## config.mk

```make
export PLATFORM = sky130hd
export DESIGN_NAME = fb_write_scheduler_flat
export DESIGN_NICKNAME = d
export VERILOG_FILES = /design/src/rtl/fb_write_scheduler_if.sv /design/src/rtl/fb_write_scheduler.sv /design/src/flat_wrapper.sv
export SDC_FILE = /design/constraint.sdc
export NUM_CORES = 1
export LEC_CHECK = 0
export ABC_AREA = 1
export BUFFER_PORTS_ARGS = -buffer_cell sky130_fd_sc_hd__buf_2
export CAP_MARGIN = 25
export CORE_MARGIN = 8
export CORE_UTILIZATION = 32
export DETAILED_ROUTE_END_ITERATION = 16
export PLACE_DENSITY = 0.63
export SYNTH_ARGS = -nofsm -noshare
export SYNTH_HDL_FRONTEND = slang
export SYNTH_SLANG_ARGS = --single-unit
```

## constraint.sdc

```tcl
create_clock -name clk -period 2.15 [get_ports clk]
set_input_delay 0 -clock clk [delete_from_list [all_inputs] [get_ports clk]]
set_output_delay 0 -clock clk [all_outputs]
set_load 0.05 [all_outputs]
```

## src/rtl/fb_write_scheduler_if.sv

```systemverilog
// Framebuffer write scheduler bus: two byte-write requesters, clear control, write port.
// FB_WRITE_STATS_EN adds per-port grant counters.
interface fb_write_scheduler_if #(
  parameter int ADDR_BITS = 12,
  parameter int DATA_BITS = 8
);
  logic                 req0_valid;
  logic                 req0_ready;
  logic [ADDR_BITS-1:0] req0_addr;
  logic [DATA_BITS-1:0] req0_data;
  logic                 req1_valid;
  logic                 req1_ready;
  logic [ADDR_BITS-1:0] req1_addr;
  logic [DATA_BITS-1:0] req1_data;
  logic                 clear_start;
  logic                 clear_busy;
  logic                 clear_done;
  logic [ADDR_BITS-1:0] fb_addr;
  logic [DATA_BITS-1:0] fb_data;
  logic                 fb_wr;
`ifdef FB_WRITE_STATS_EN
  logic [15:0]          stat0_count;
  logic [15:0]          stat1_count;
`endif

  modport master (
    output req0_valid, req0_addr, req0_data,
    output req1_valid, req1_addr, req1_data,
    output clear_start,
    input  req0_ready, req1_ready,
    input  clear_busy, clear_done,
    input  fb_addr, fb_data, fb_wr
`ifdef FB_WRITE_STATS_EN
    , input stat0_count, stat1_count
`endif
  );

  modport slave (
    input  req0_valid, req0_addr, req0_data,
    input  req1_valid, req1_addr, req1_data,
    input  clear_start,
    output req0_ready, req1_ready,
    output clear_busy, clear_done,
    output fb_addr, fb_data, fb_wr
`ifdef FB_WRITE_STATS_EN
    , output stat0_count, stat1_count
`endif
  );
endinterface

```

## src/rtl/fb_write_scheduler.sv

```systemverilog
// Round-robin framebuffer write arbiter with a full-address clear sweep.
// Optional FB_WRITE_STATS_EN: saturating per-port grant counters.
module fb_write_scheduler #(
  parameter int ADDR_BITS   = 12,
  parameter int DATA_BITS   = 8,
  parameter int CLEAR_VALUE = 0
) (
  input  logic                clk,
  input  logic                reset,
  fb_write_scheduler_if.slave bus
);

  typedef enum logic {IDLE, CLEAR} state_t;

  state_t               r_state;
  state_t               w_state_nxt;
  logic [ADDR_BITS-1:0] r_cnt;
  logic [ADDR_BITS-1:0] w_cnt_nxt;
  logic                 r_last_grant;
  logic                 w_g0;
  logic                 w_g1;
  logic                 w_clr_issue;
  logic                 w_clr_last;
  logic                 r_fb_wr;
  logic [ADDR_BITS-1:0] r_fb_addr;
  logic [DATA_BITS-1:0] r_fb_data;
  logic                 r_clear_done;

  always_comb begin
    w_state_nxt = r_state;
    w_cnt_nxt   = r_cnt;
    w_g0        = 1'b0;
    w_g1        = 1'b0;
    w_clr_issue = 1'b0;
    w_clr_last  = 1'b0;
    case (r_state)
      IDLE: begin
        // r_last_grant=1 means port 1 won last, so port 0 wins a tie
        if (!reset) begin
          if (bus.req0_valid && bus.req1_valid) begin
            w_g0 = r_last_grant;
            w_g1 = !r_last_grant;
          end else begin
            w_g0 = bus.req0_valid;
            w_g1 = bus.req1_valid;
          end
        end
        if (bus.clear_start) w_state_nxt = CLEAR;
      end
      CLEAR: begin
        w_clr_issue = 1'b1;
        w_cnt_nxt   = r_cnt + 1'b1;
        if (&r_cnt) begin
          w_clr_last  = 1'b1;
          w_cnt_nxt   = '0;
          w_state_nxt = IDLE;
        end
      end
      default: w_state_nxt = IDLE;
    endcase
  end

  always_ff @(posedge clk or posedge reset) begin
    if (reset) begin
      r_state      <= IDLE;
      r_cnt        <= '0;
      r_last_grant <= 1'b1;
      r_fb_wr      <= 1'b0;
      r_fb_addr    <= '0;
      r_fb_data    <= '0;
      r_clear_done <= 1'b0;
    end else begin
      r_state      <= w_state_nxt;
      r_cnt        <= w_cnt_nxt;
      r_fb_wr      <= w_g0 | w_g1 | w_clr_issue;
      r_clear_done <= w_clr_last;
      if (w_g0 | w_g1) r_last_grant <= w_g1;
      if (w_clr_issue) begin
        r_fb_addr <= r_cnt;
        r_fb_data <= DATA_BITS'(CLEAR_VALUE);
      end else if (w_g0) begin
        r_fb_addr <= bus.req0_addr;
        r_fb_data <= bus.req0_data;
      end else if (w_g1) begin
        r_fb_addr <= bus.req1_addr;
        r_fb_data <= bus.req1_data;
      end
    end
  end

  assign bus.req0_ready = w_g0;
  assign bus.req1_ready = w_g1;
  assign bus.clear_busy = (r_state == CLEAR);
  assign bus.clear_done = r_clear_done;
  assign bus.fb_wr      = r_fb_wr;
  assign bus.fb_addr    = r_fb_addr;
  assign bus.fb_data    = r_fb_data;

`ifdef FB_WRITE_STATS_EN
  logic [15:0] r_stat0;
  logic [15:0] r_stat1;
  logic        w_clr_entry;

  assign w_clr_entry = (r_state == IDLE) && (w_state_nxt == CLEAR);

  always_ff @(posedge clk or posedge reset) begin
    if (reset) begin
      r_stat0 <= '0;
      r_stat1 <= '0;
    end else if (w_clr_entry) begin
      r_stat0 <= '0;
      r_stat1 <= '0;
    end else begin
      if (w_g0 && r_stat0 != 16'hFFFF) r_stat0 <= r_stat0 + 16'd1;
      if (w_g1 && r_stat1 != 16'hFFFF) r_stat1 <= r_stat1 + 16'd1;
    end
  end

  assign bus.stat0_count = r_stat0;
  assign bus.stat1_count = r_stat1;
`endif

endmodule
```

## src/flat_wrapper.sv

```systemverilog
// flat-port wrapper written by rule: the top's interface ports become plain ports
module fb_write_scheduler_flat 
#(
  parameter int ADDR_BITS   = 12,
  parameter int DATA_BITS   = 8,
  parameter int CLEAR_VALUE = 0
)
  (clk, reset, bus_req0_valid, bus_req0_addr, bus_req0_data, bus_req1_valid, bus_req1_addr, bus_req1_data, bus_clear_start, bus_req0_ready, bus_req1_ready, bus_clear_busy, bus_clear_done, bus_fb_addr, bus_fb_data, bus_fb_wr);
  fb_write_scheduler_if #(.ADDR_BITS(ADDR_BITS), .DATA_BITS(DATA_BITS)) bus_i ();
  input  logic clk;
  input  logic reset;
  input wire logic [$bits(bus_i.req0_valid)-1:0] bus_req0_valid;
  input wire logic [$bits(bus_i.req0_addr)-1:0] bus_req0_addr;
  input wire logic [$bits(bus_i.req0_data)-1:0] bus_req0_data;
  input wire logic [$bits(bus_i.req1_valid)-1:0] bus_req1_valid;
  input wire logic [$bits(bus_i.req1_addr)-1:0] bus_req1_addr;
  input wire logic [$bits(bus_i.req1_data)-1:0] bus_req1_data;
  input wire logic [$bits(bus_i.clear_start)-1:0] bus_clear_start;
  output wire logic [$bits(bus_i.req0_ready)-1:0] bus_req0_ready;
  output wire logic [$bits(bus_i.req1_ready)-1:0] bus_req1_ready;
  output wire logic [$bits(bus_i.clear_busy)-1:0] bus_clear_busy;
  output wire logic [$bits(bus_i.clear_done)-1:0] bus_clear_done;
  output wire logic [$bits(bus_i.fb_addr)-1:0] bus_fb_addr;
  output wire logic [$bits(bus_i.fb_data)-1:0] bus_fb_data;
  output wire logic [$bits(bus_i.fb_wr)-1:0] bus_fb_wr;
  assign bus_i.req0_valid = bus_req0_valid;
  assign bus_i.req0_addr = bus_req0_addr;
  assign bus_i.req0_data = bus_req0_data;
  assign bus_i.req1_valid = bus_req1_valid;
  assign bus_i.req1_addr = bus_req1_addr;
  assign bus_i.req1_data = bus_req1_data;
  assign bus_i.clear_start = bus_clear_start;
  assign bus_req0_ready = bus_i.req0_ready;
  assign bus_req1_ready = bus_i.req1_ready;
  assign bus_clear_busy = bus_i.clear_busy;
  assign bus_clear_done = bus_i.clear_done;
  assign bus_fb_addr = bus_i.fb_addr;
  assign bus_fb_data = bus_i.fb_data;
  assign bus_fb_wr = bus_i.fb_wr;
  fb_write_scheduler #(.ADDR_BITS(ADDR_BITS), .DATA_BITS(DATA_BITS), .CLEAR_VALUE(CLEAR_VALUE)) u_core (.clk(clk), .reset(reset), .bus(bus_i));
endmodule
```

Word-level counts from Yosys, hierarchy flattened
Cells that the tools add are included.
{"block": "op_classes", "n_addsub": 1, "mux": 19, "bitwise_logic": 3, "reduce_logical": 4}
{"cell": "2-to-1 mux 12 bit", "count": 4}
{"cell": "2-to-1 mux 8 bit", "count": 3}
{"cell": "adder 12 x 1 -> 12 bit, second input constant", "count": 1}
{"cell": "AND reduction 12 bit", "count": 1}
{"cell": "2-to-1 mux 1 bit", "count": 11}
{"cell": "nonzero test 3 bit", "count": 1}
{"cell": "OR 1 bit", "count": 2}
{"cell": "case mux 1 bit (2 select lines)", "count": 1}
{"cell": "logical AND 1 bit", "count": 1}
{"cell": "logical NOT 1 bit", "count": 1}
{"cell": "NOT 1 bit", "count": 1}
{"block": "word_totals", "regBits": 36, "input_bits": 45, "output_inout_bits": 25}

Logic depth before layout (Yosys ltp)
Gate-level depths: netlist of run 1.
{"block": "depth", "depth_word": 7, "depth_mapped": 9, "ltp_nobuf": 8}

Worst setup path before layout of run 1
Ideal clock, no wire load.
{"block": "synth_timing", "kind": "input to output", "start": "input reset", "end": "output bus_req1_ready", "arrival_time_ns": 1.759, "required_ns": 2.150, "slack_ns": 0.391, "cell_stages": 3, "n_path_buf": 0, "path_cell_list": "inv_1 > nand3_2 > nor2_1"}
{"block": "synth_between", "elab_chain_len": 2}
{"element": "start, declared", "line_no": "flat_wrapper.sv:11", "source": "input logic reset;"}
{"element": "2-to-1 mux 1 bit", "line_no": "fb_write_scheduler.sv:39", "source": "if (!reset) begin"}
{"element": "2-to-1 mux 1 bit", "line_no": "fb_write_scheduler.sv:36", "source": "case (r_state)"}
{"element": "end, declared", "line_no": "flat_wrapper.sv:20", "source": "output wire logic [$bits(bus_i.req1_ready)-1:0] bus_req1_ready;"}
Every way passes these cells.

Worst setup path after layout of run 1
{"block": "layout_timing", "start": "register u_core.r_last_grant", "end": "output bus_req0_ready"}
{"block": "layout_between", "elab_chain_len": 3}
{"element": "start, declared", "line_no": "fb_write_scheduler.sv:19", "source": "logic r_last_grant;"}
{"element": "start signal, assigned", "line_no": "fb_write_scheduler.sv:77", "source": "if (w_g0 | w_g1) r_last_grant <= w_g1;"}
{"element": "2-to-1 mux 1 bit", "line_no": "fb_write_scheduler.sv:40", "source": "if (bus.req0_valid && bus.req1_valid) begin"}
{"element": "2-to-1 mux 1 bit", "line_no": "fb_write_scheduler.sv:39"}
{"element": "2-to-1 mux 1 bit", "line_no": "fb_write_scheduler.sv:36"}
{"element": "end, declared", "line_no": "flat_wrapper.sv:19", "source": "output wire logic [$bits(bus_i.req0_ready)-1:0] bus_req0_ready;"}
Every way passes these cells.

==> flow_summary.ini, run 1 <==
[synthesis]
ys_ff_latch = 36
synth_flop_cell = dfrtp_1
netlist_area_mm2 = 0.00200
synth_area_leader_cell = dfrtp_1
async_reset_ff_share_pct = 100
syn_avg_cell_area_um2 = 7.23
synth_cell_types = 24
synth.most_common_cell = nand2_1
synth_edf_count = 0
netlist.area_leader.share_pct = 43.7
synth.area.top_cells = dfrtp_1, nand2_1, nor2_1, nand3_1, inv_1
synthTopCellsByCount = nand2_1, dfrtp_1, nor2_1
syn_inst = 277
mappedNetlistNets = 323
ys_warn_count = 0
seq_area_frac_synth_pct = 45.0

[power_and_ir_drop]
intPower_mw = 1.07
p_sw_share_pct = 20.9
clkPwrFrac_pct = 43.4
seqPwrFrac_pct = 50.2
power_density_mw_per_mm2 = 512
pwr-share-comb_pct = 6.4
power.leakage_nw = 1.46
power.total_mw = 1.35
switchingPower_mw = 0.282
peakVddDrop_uv = 219

[setup_path]
end_kind = primary output
rr_worst_depth = 7
worstSetupPathType = reg -> out
cp_slowest_cell = dfstp_2
r2r-start = u_core.r_last_grant$_DFFE_PP1P_
crit_path_start_kind = register
worstPathArrival_ns = 1.66
crit_chain = inv_1, nand2_1, inv_1, nor2_4, buf_4, buf_2
slowest_delay_ns = 0.53
path_delay_family = buffers and inverters
crit_buf_inv = 4
cp.required_ns = 2.15
reg2reg_to = u_core.bus.fb_data[5]$_DFFE_PP0P_
critPathMaxFanout = 14
crit_path_frequent_cell = inv_1
r2r_setup_slack_ns = 0.57

[layout]
final-seq-area_um2 = 902
area_growth_syn_to_layout_pct = 31.9
post-route-cell-area_mm2 = 0.00264
drive_gt1_share_pct = 25.6
fillCellCount = 624
nets = 405
multi_input_area_um2 = 920
fin_util_pct = 42.6
insertedDiodeCount = 0

[global_routing]
grt_max_degree = 37
antenna_found_initial = 0
grt_overflow = 0
grt_pass1_wl_um = 9210
grt_use_total_pct = 12.8
grt_pass1_vias = 2047

[clock_tree]
clkSinkCount = 36
clkSlewWorstSetupHoldPaths_ns = 0.07
max-clock-path-buffers = 2
postCtsResizedCells = 0
ctsRootBufferMaster = clkbuf_8
htree_levels = 2
numCtsBuffers = 5
clk_latency_ns = 0.29
cts_tree = built

[worst_hold_path]
min_to = u_core.bus.fb_addr[4]$_DFFE_PP0P_
hp-start = bus_req0_addr[4]
min_path_type = in -> reg
whs_path_depth = 5

[sta]
slew_violations = 0
timing.final.crit_share_pct = 77.2
hold_viol = 0
rsz0062_at_grt = false
fin_worst_skew_ns = 0.00552
hold-worst-slack_ns = 0.0159
worstMarginPinSlew_ns = 0.465
fmax_mhz = 602
slew_headroom_pct = 69.0
layout_min_cycle_time_ns = 1.66
setup_viol = 0
setup_tns_ns = 0

[floorplan]
coreArea_mm2 = 0.00620
fp.dieW_um = 95.1
start_util_pct = 32.3
rows = 29
io_pins = 70
dieHeight_um = 95.1
fp.dieArea_mm2 = 0.00905

[job]
max_cap_violations = 0

[outcome]
status = finished clean

[routing]
vias = 1991
drt-vias-per-instance = 4.56
antenna_left = 0
drc = 0
firstDrtPassIters = 4
wl_um = 5380
drt-initial-drc-count = 99
wl_per_cell_um = 12.3

[placement]
dp_hpwl_um = 4050
place.port_buffers = 69
place_congestion = 0.831
placed_area_mm2 = 0.00243
==> kinds of logic (layout without fill, tap and decap cells) <==
kind of cell,after synthesis,after routing,synth area share (%)
simple gates,181,181,37.7
buf+inv,40,123,9.06
flops,36,36,45.0
compound gates,13,13,5.00
xor+xnor,6,6,2.62
fa+ha+maj,1,1,0.625
==> sequential cells by signal, indices dropped and copies added, names as in the netlist <==
signal / cells
u_core.bus.clear_busy: 1
u_core.bus.clear_done: 1
u_core.r_last_grant: 1
u_core.bus.fb_data: 8
u_core.bus.fb_wr: 1
u_core.bus.fb_addr: 12
u_core.r_cnt: 12
==> layout make-up <==
class                      count  area share [%]
sequential                    36            34.2
clock buffer                   6            2.75
clock inverter                 2            1.33
tap                           77            3.65
timing repair buffer          85            19.0
multi-input combinational    201            34.8
inverter                      30            4.26
==> metrics by stage <==
step / setup slack [ns] / instances
final: 0.489 / 437
after global placement: 0.595 / 419
after detailed placement: 0.564 / 419
after floorplan: 0.391 / 277
after CTS: 0.479 / 437
after global routing: 0.379 / 437
==> worst max-delay path by stage <==
stage                                          from                                 to  slack [ns]  depth (start not counted)
finish              u_core.r_last_grant$_DFFE_PP1P_                     bus_req0_ready        0.49                          6
global route        u_core.r_last_grant$_DFFE_PP1P_                     bus_req0_ready        0.38                          6
CTS                 u_core.r_last_grant$_DFFE_PP1P_                     bus_req0_ready        0.48                          6
detailed placement  u_core.r_last_grant$_DFFE_PP1P_  u_core.bus.fb_data[5]$_DFFE_PP0P_        0.56                          7
global placement    u_core.r_last_grant$_DFFE_PP1P_  u_core.bus.fb_addr[0]$_DFFE_PP0P_        0.59                          7
floorplan                                     reset                     bus_req1_ready        0.39                          3
==> layer usage <==
layer / GRT usage, % / part of all wire (%) / up-vias
li1: - / - / 1027
met5: 0 / 0 / -
met4: 4.68 / 1.5 / 0
met1: 15.1 / 45 / 899
met2: 21.2 / 46 / 59
met3: 4.17 / 8.0 / 6
==> layout by cell type (no fill, tap or decap) <==
master,netlist,final
a21boi_1,1,1
xor2_1,4,4
nand3_1,24,24
nor2_2,2,2
o21ai_1,2,2
dfstp_2,1,1
buf_2,4,69
clkbuf_1,2,1
ha_1,1,1
o211ai_1,8,8
buf_4,1,5
inv_1,28,28
dfrtp_1,35,35
bufinv_16,0,1
clkbuf_8,0,5
o22ai_1,1,1
nor3_1,1,1
nand3_2,1,1
inv_2,2,2
o21ai_4,1,1
nand4_1,4,4
nand2_1,111,111
xnor2_1,2,2
nor2_1,35,35
nor2_4,3,3
clkinv_2,0,1
dlygate4sd3_1,0,10
buf_12,0,1
==> worst reg2reg max path, cell delays in order (launching register included) <==
cell      delay (ns)
dfstp_2         0.53
inv_1           0.05
nand2_1         0.08
nand3_1         0.20
buf_4           0.29
o21ai_4         0.16
o211ai_1        0.14
nand2_1         0.08
==> timing repair <==
action / 4_1_cts / 5_1_grt
setup endpoints to repair: 0 / 0
endpoints found under the hold margin: 44 / 0
hold buffers: 10 / 0
buffers inserted: 0 / 0
==> power groups by stage <==
stage	logic, mW	registers, mW	clock network (mW)
floorplan	0.0270	0.692	0
global placement	0.0739	0.692	0
finish	0.0868	0.679	0.587
global route	0.0984	0.679	0.630
CTS	0.0889	0.679	0.598
detailed placement	0.0745	0.692	0
Power figures use the tool's default switching activity.
==> run 2, diff against run 1 <==
==> constraint.sdc (replaced) <==
create_clock -name clk -period 1.6 [get_ports clk]
set_input_delay 0 -clock clk [delete_from_list [all_inputs] [get_ports clk]]
set_output_delay 0 -clock clk [all_outputs]
set_load 0.05 [all_outputs]
==> flow_summary.ini, run 2 (synthesis results as in run 1) <==
[layout]
instances_no_fill = 439
final_common_cell = nand2_1
fillCellCount = 663
drive_gt1_share_pct = 26.2
area_growth_syn_to_layout_pct = 32.4
insertedDiodeCount = 0
nets = 408
final_cell_mix = nand2_1, buf_2, nor2_1, dfrtp_1, inv_1

[routing]
firstDrtPassIters = 4
antenna_left = 0
drt-vias-per-instance = 4.53
wl_um = 5400
drt-initial-drc-count = 100
drc = 0
wl_per_cell_um = 12.3
vias = 1990

[global_routing]
grt_pass1_vias = 2139
grt-busiest-layer = met2
grt_max_degree = 37
grt_overflow = 0
grt_pass1_wl_um = 9420
grt_use_total_pct = 13.2
use_met1_pct = 15.7
globalRouteMet2Util_pct = 21.5
use_met3_pct = 3.46
antenna_found_initial = 0

[outcome]
status = finished clean

[job]
max_cap_violations = 0

[clock_tree]
htree_levels = 2
clkSinkCount = 36
cts_tree = built
clkSlewWorstSetupHoldPaths_ns = 0.07
numCtsBuffers = 5
max-clock-path-buffers = 2
ctsRootBufferMaster = clkbuf_8
clk_latency_ns = 0.29

[sta]
hold_viol = 0
slew_headroom_pct = 69.0
worstMarginPinSlew_ns = 0.465
setup_tns_ns = 0
layout_min_cycle_time_ns = 1.49
rsz0062_at_grt = false
setup_viol = 0
fin_worst_skew_ns = 0.00778
fmax_mhz = 673
slew_violations = 0
timing.final.crit_share_pct = 92.8

[placement]
dp_hpwl_um = 4100
place_congestion = 0.866
place.port_buffers = 69
placed_cells = 422

[setup_path]
crit_path_start_kind = register
end_kind = primary output
worstSetupPathType = reg -> out
critPathMaxFanout = 7
worstPathArrival_ns = 1.49
rr_worst_depth = 6
cp.required_ns = 1.60

[floorplan]
dieHeight_um = 95.1
io_pins = 70
fp.dieW_um = 95.1
coreArea_mm2 = 0.00620
start_util_pct = 32.3
rows = 29
fp.dieArea_mm2 = 0.00905

[worst_hold_path]
whs_path_depth = 5
min_path_type = in -> reg

[power_and_ir_drop]
power_density_mw_per_mm2 = 613
peakVddDrop_uv = 446
power.total_mw = 1.63
power.leakage_nw = 1.46
==> run 2: repair_timing <==
| item | CTS | global route |
|---|---|---|
| setup buffers | 0 | 0 |
| gates cloned | 0 | 0 |
| gates resized for setup | 1 | 3 |
| pin swaps | 0 | 0 |
| endpoints found under the hold margin | 44 | 0 |
| hold buffers | 10 | 0 |
| endpoints found under the setup margin | 1 | 2 |
==> run 2: area by class of cell <==
class,instances,area [um^2],area share [%]
multi-input combinational,201,920,34.7
sequential,36,902,34.0
timing repair buffer,88,539,20.3
inverter,30,116,4.39
tap,77,96.3,3.63
clock buffer,6,72.6,2.74
clock inverter,1,5.00,0.189
==> run 2: path summary, 6_finish.rpt <==
kind | start | to | slack, ns
setup / recovery | u_core.r_last_grant$_DFFE_PP1P_ | bus_req0_ready | 0.11
hold / removal | bus_req0_addr[11] | u_core.bus.fb_addr[11]$_DFFE_PP0P_ | 0.01
setup reg to reg | u_core.r_cnt[1]$_DFFE_PP0P_ | u_core.r_cnt[5]$_DFFE_PP0P_ | 0.20
hold reg to reg | u_core.bus.fb_addr[2]$_DFFE_PP0P_ | u_core.bus.fb_addr[2]$_DFFE_PP0P_ | 0.47
max in group asynchronous | reset | u_core.r_last_grant$_DFFE_PP1P_ | 0.84
min in group asynchronous | reset | u_core.bus.clear_busy$_DFF_PP0_ | 0.43
==> run 2: worst max-delay path, stage by stage (launching register included) <==
cell,delay (ns)
dfstp_2,0.53
inv_1,0.05
nand2_1,0.07
inv_1,0.06
nor2_4,0.16
buf_6,0.16
buf_6,0.16
==> run 2: per-stage QoR <==
step | setup WS (ns) | hold WS [ns] | util [%] | instance area (um^2)
3_3_place_gp | 0.232 | 0.203 | 39.6 | 2460
5_1_grt | 0.0212 | 0.0394 | 42.7 | 2650
6_report | 0.115 | 0.0149 | 42.7 | 2650
4_1_cts | 0.0339 | 0.00756 | 42.5 | 2640
2_1_floorplan | 0.0382 | -0.0389 | - | 2010
3_5_place_dp | 0.178 | 0.208 | 39.6 | 2460
==> run 2: per-layer routing <==
metal / wire length, um / vias up
met5: 0 / -
met4: 136 / 0
met3: 325 / 8
met2: 2460 / 51
met1: 2470 / 905
li1: - / 1026
==> run 2: where the power goes <==
part / internal [mW] / leakage, nW / switching [mW]
Clock: 0.295 / 0.0410 / 0.298
Sequential: 0.912 / 0.465 / 0.000648
Combinational: 0.0666 / 0.955 / 0.0528
==> run 3, diff against run 2 <==
--- a/config.mk
+++ b/config.mk
@@ -7,7 +7,6 @@
 export LEC_CHECK = 0
 export ABC_AREA = 1
 export BUFFER_PORTS_ARGS = -buffer_cell sky130_fd_sc_hd__buf_2
-export CAP_MARGIN = 25
 export CORE_MARGIN = 8
 export CORE_UTILIZATION = 32
 export DETAILED_ROUTE_END_ITERATION = 16
==> constraint.sdc (replaced) <==
create_clock -name clk -period 1.77 [get_ports clk]
set_input_delay 0 -clock clk [delete_from_list [all_inputs] [get_ports clk]]
set_output_delay 0 -clock clk [all_outputs]
set_load 0.05 [all_outputs]
==> flow_summary.ini, run 3 (synthesis results as in run 1) <==
[outcome]
status = finished clean

[routing]
drc = 0
antenna_left = 0
firstDrtPassIters = 4
drt-vias-per-instance = 4.48
wl_um = 5520
wl_per_cell_um = 12.6
vias = 1959
drt-initial-drc-count = 134

[global_routing]
grt-busiest-layer = met2
grt_use_total_pct = 12.9
grt_overflow = 0
use_met3_pct = 4.65
grt_pass1_wl_um = 9180
use_met1_pct = 15.1
antenna_found_initial = 0
grt_pass1_vias = 2003
globalRouteMet2Util_pct = 20.8
grt_max_degree = 37

[layout]
post-route-cell-area_mm2 = 0.00263
area_growth_syn_to_layout_pct = 31.3
insertedDiodeCount = 0
nets = 405
final_cell_mix = nand2_1, buf_2, nor2_1, dfrtp_1, inv_1
final_common_cell = nand2_1
instances_no_fill = 437
drive_gt1_share_pct = 25.3

[floorplan]
coreArea_mm2 = 0.00620
io_pins = 70
start_util_pct = 32.3
fp.dieW_um = 95.1
dieHeight_um = 95.1
fp.dieArea_mm2 = 0.00905
rows = 29

[setup_path]
crit_buf_inv = 4
path_delay_family = buffers and inverters
r2r-start = u_core.r_last_grant$_DFFE_PP1P_
cp_slowest_cell = dfstp_2
crit_path_start_kind = register
worstSetupPathType = reg -> out
critPathMaxFanout = 8
slowest_delay_ns = 0.53
cp.required_ns = 1.77
r2r_setup_slack_ns = 0.21
crit_path_frequent_cell = inv_1
end_kind = primary output
crit_chain = inv_1, nand2_1, inv_1, nor2_4, buf_4, clkbuf_4
reg2reg_to = u_core.bus.fb_data[2]$_DFFE_PP0P_
rr_worst_depth = 7
worstPathArrival_ns = 1.66

[placement]
placed_area_mm2 = 0.00245
place_congestion = 0.836
place.port_buffers = 69
dp_hpwl_um = 4130
placed_cells = 419

[clock_tree]
clk_latency_ns = 0.29
numCtsBuffers = 5
clkSinkCount = 36
ctsRootBufferMaster = clkbuf_8
max-clock-path-buffers = 2
clkSlewWorstSetupHoldPaths_ns = 0.07
cts_tree = built
post-cts-setup-buffer-count = 0
htree_levels = 2

[worst_hold_path]
whs_path_depth = 5
min_path_type = in -> reg
hp-start = bus_req0_addr[8]
min_to = u_core.bus.fb_addr[8]$_DFFE_PP0P_

[sta]
setup_viol = 0
setup_tns_ns = 0
slew_headroom_pct = 69.7
layout_min_cycle_time_ns = 1.66
rsz0062_at_grt = false
fin_worst_skew_ns = 0.00895
hold_viol = 0
hold-worst-slack_ns = 0.00975
timing.final.crit_share_pct = 93.8
slew_violations = 0
fmax_mhz = 602
worstMarginPinSlew_ns = 0.455

[job]
max_cap_violations = 0

[power_and_ir_drop]
power.leakage_nw = 1.46
power_density_mw_per_mm2 = 566
peakVddDrop_uv = 290
run 3: cell count changes in the layout (fill, tap and decap cells not counted):
cell	before	now
buf_12	1	2
buf_4	6	4
buf_6	3	0
clkbuf_1	1	2
clkbuf_4	0	1
clkinvlp_4	1	0
inv_1	27	28
run 3: layout make-up:
class                   instances  area (um^2)
inverters                      30          113
multi-input cells             201          920
well taps                      77         96.3
repair buffers                 85          518
fillers                       654         3570
clock inverters                 1         5.00
flip-flops and latches         36          902
clock buffers                   7         76.3
run 3: how the worst max path moves through the flow:
stage,startpoint,endpoint,depth (start not counted)
floorplan,reset,bus_req1_ready,3
global placement,u_core.r_last_grant$_DFFE_PP1P_,u_core.bus.fb_addr[6]$_DFFE_PP0P_,8
detailed placement,u_core.r_last_grant$_DFFE_PP1P_,u_core.bus.fb_addr[9]$_DFFE_PP0P_,8
CTS,u_core.r_last_grant$_DFFE_PP1P_,bus_req0_ready,6
global route,u_core.r_last_grant$_DFFE_PP1P_,bus_req0_ready,6
finish,u_core.r_last_grant$_DFFE_PP1P_,bus_req0_ready,6
run 3: per-layer routing:
metal | vias up | routed length, um
met1 | 881 | 2420
met3 | 6 | 489
met4 | 0 | 110
met2 | 56 | 2510
li1 | 1016 | -
met5 | - | 0
run 3: worst register-to-register path, stage by stage, from the launching register on:
cell	delay [ns]
dfstp_2	0.53
inv_1	0.05
nand2_1	0.07
nand3_1	0.24
buf_12	0.25
o21ai_4	0.14
o211ai_1	0.15
nand2_1	0.08
run 3: where the power goes:
part | switching [mW] | total (mW) | internal [mW] | leakage [nW]
registers | 0.000545 | 0.825 | 0.824 | 0.465
clock network | 0.282 | 0.558 | 0.276 | 0.0422
logic | 0.0481 | 0.107 | 0.0587 | 0.948
total | 0.331 | 1.49 | 1.16 | 1.46
run 3: repair_timing:
item / CTS / global route
endpoints found under the setup margin: 0 / 1
gates resized for setup: 0 / 1
hold buffers: 10 / 0
hold endpoints to repair: 44 / 0
run 3: per-stage QoR:
step | total power, mW | setup WS, ns | utilization, %
final | 1.49 | 0.109 | 42.4
after detailed placement | 0.933 | 0.217 | 39.4
after global placement | 0.933 | 0.250 | 39.4
after floorplan | 0.873 | 0.0105 | -
after global routing | 1.57 | 0.0258 | 42.4
after CTS | 1.51 | 0.0563 | 42.3
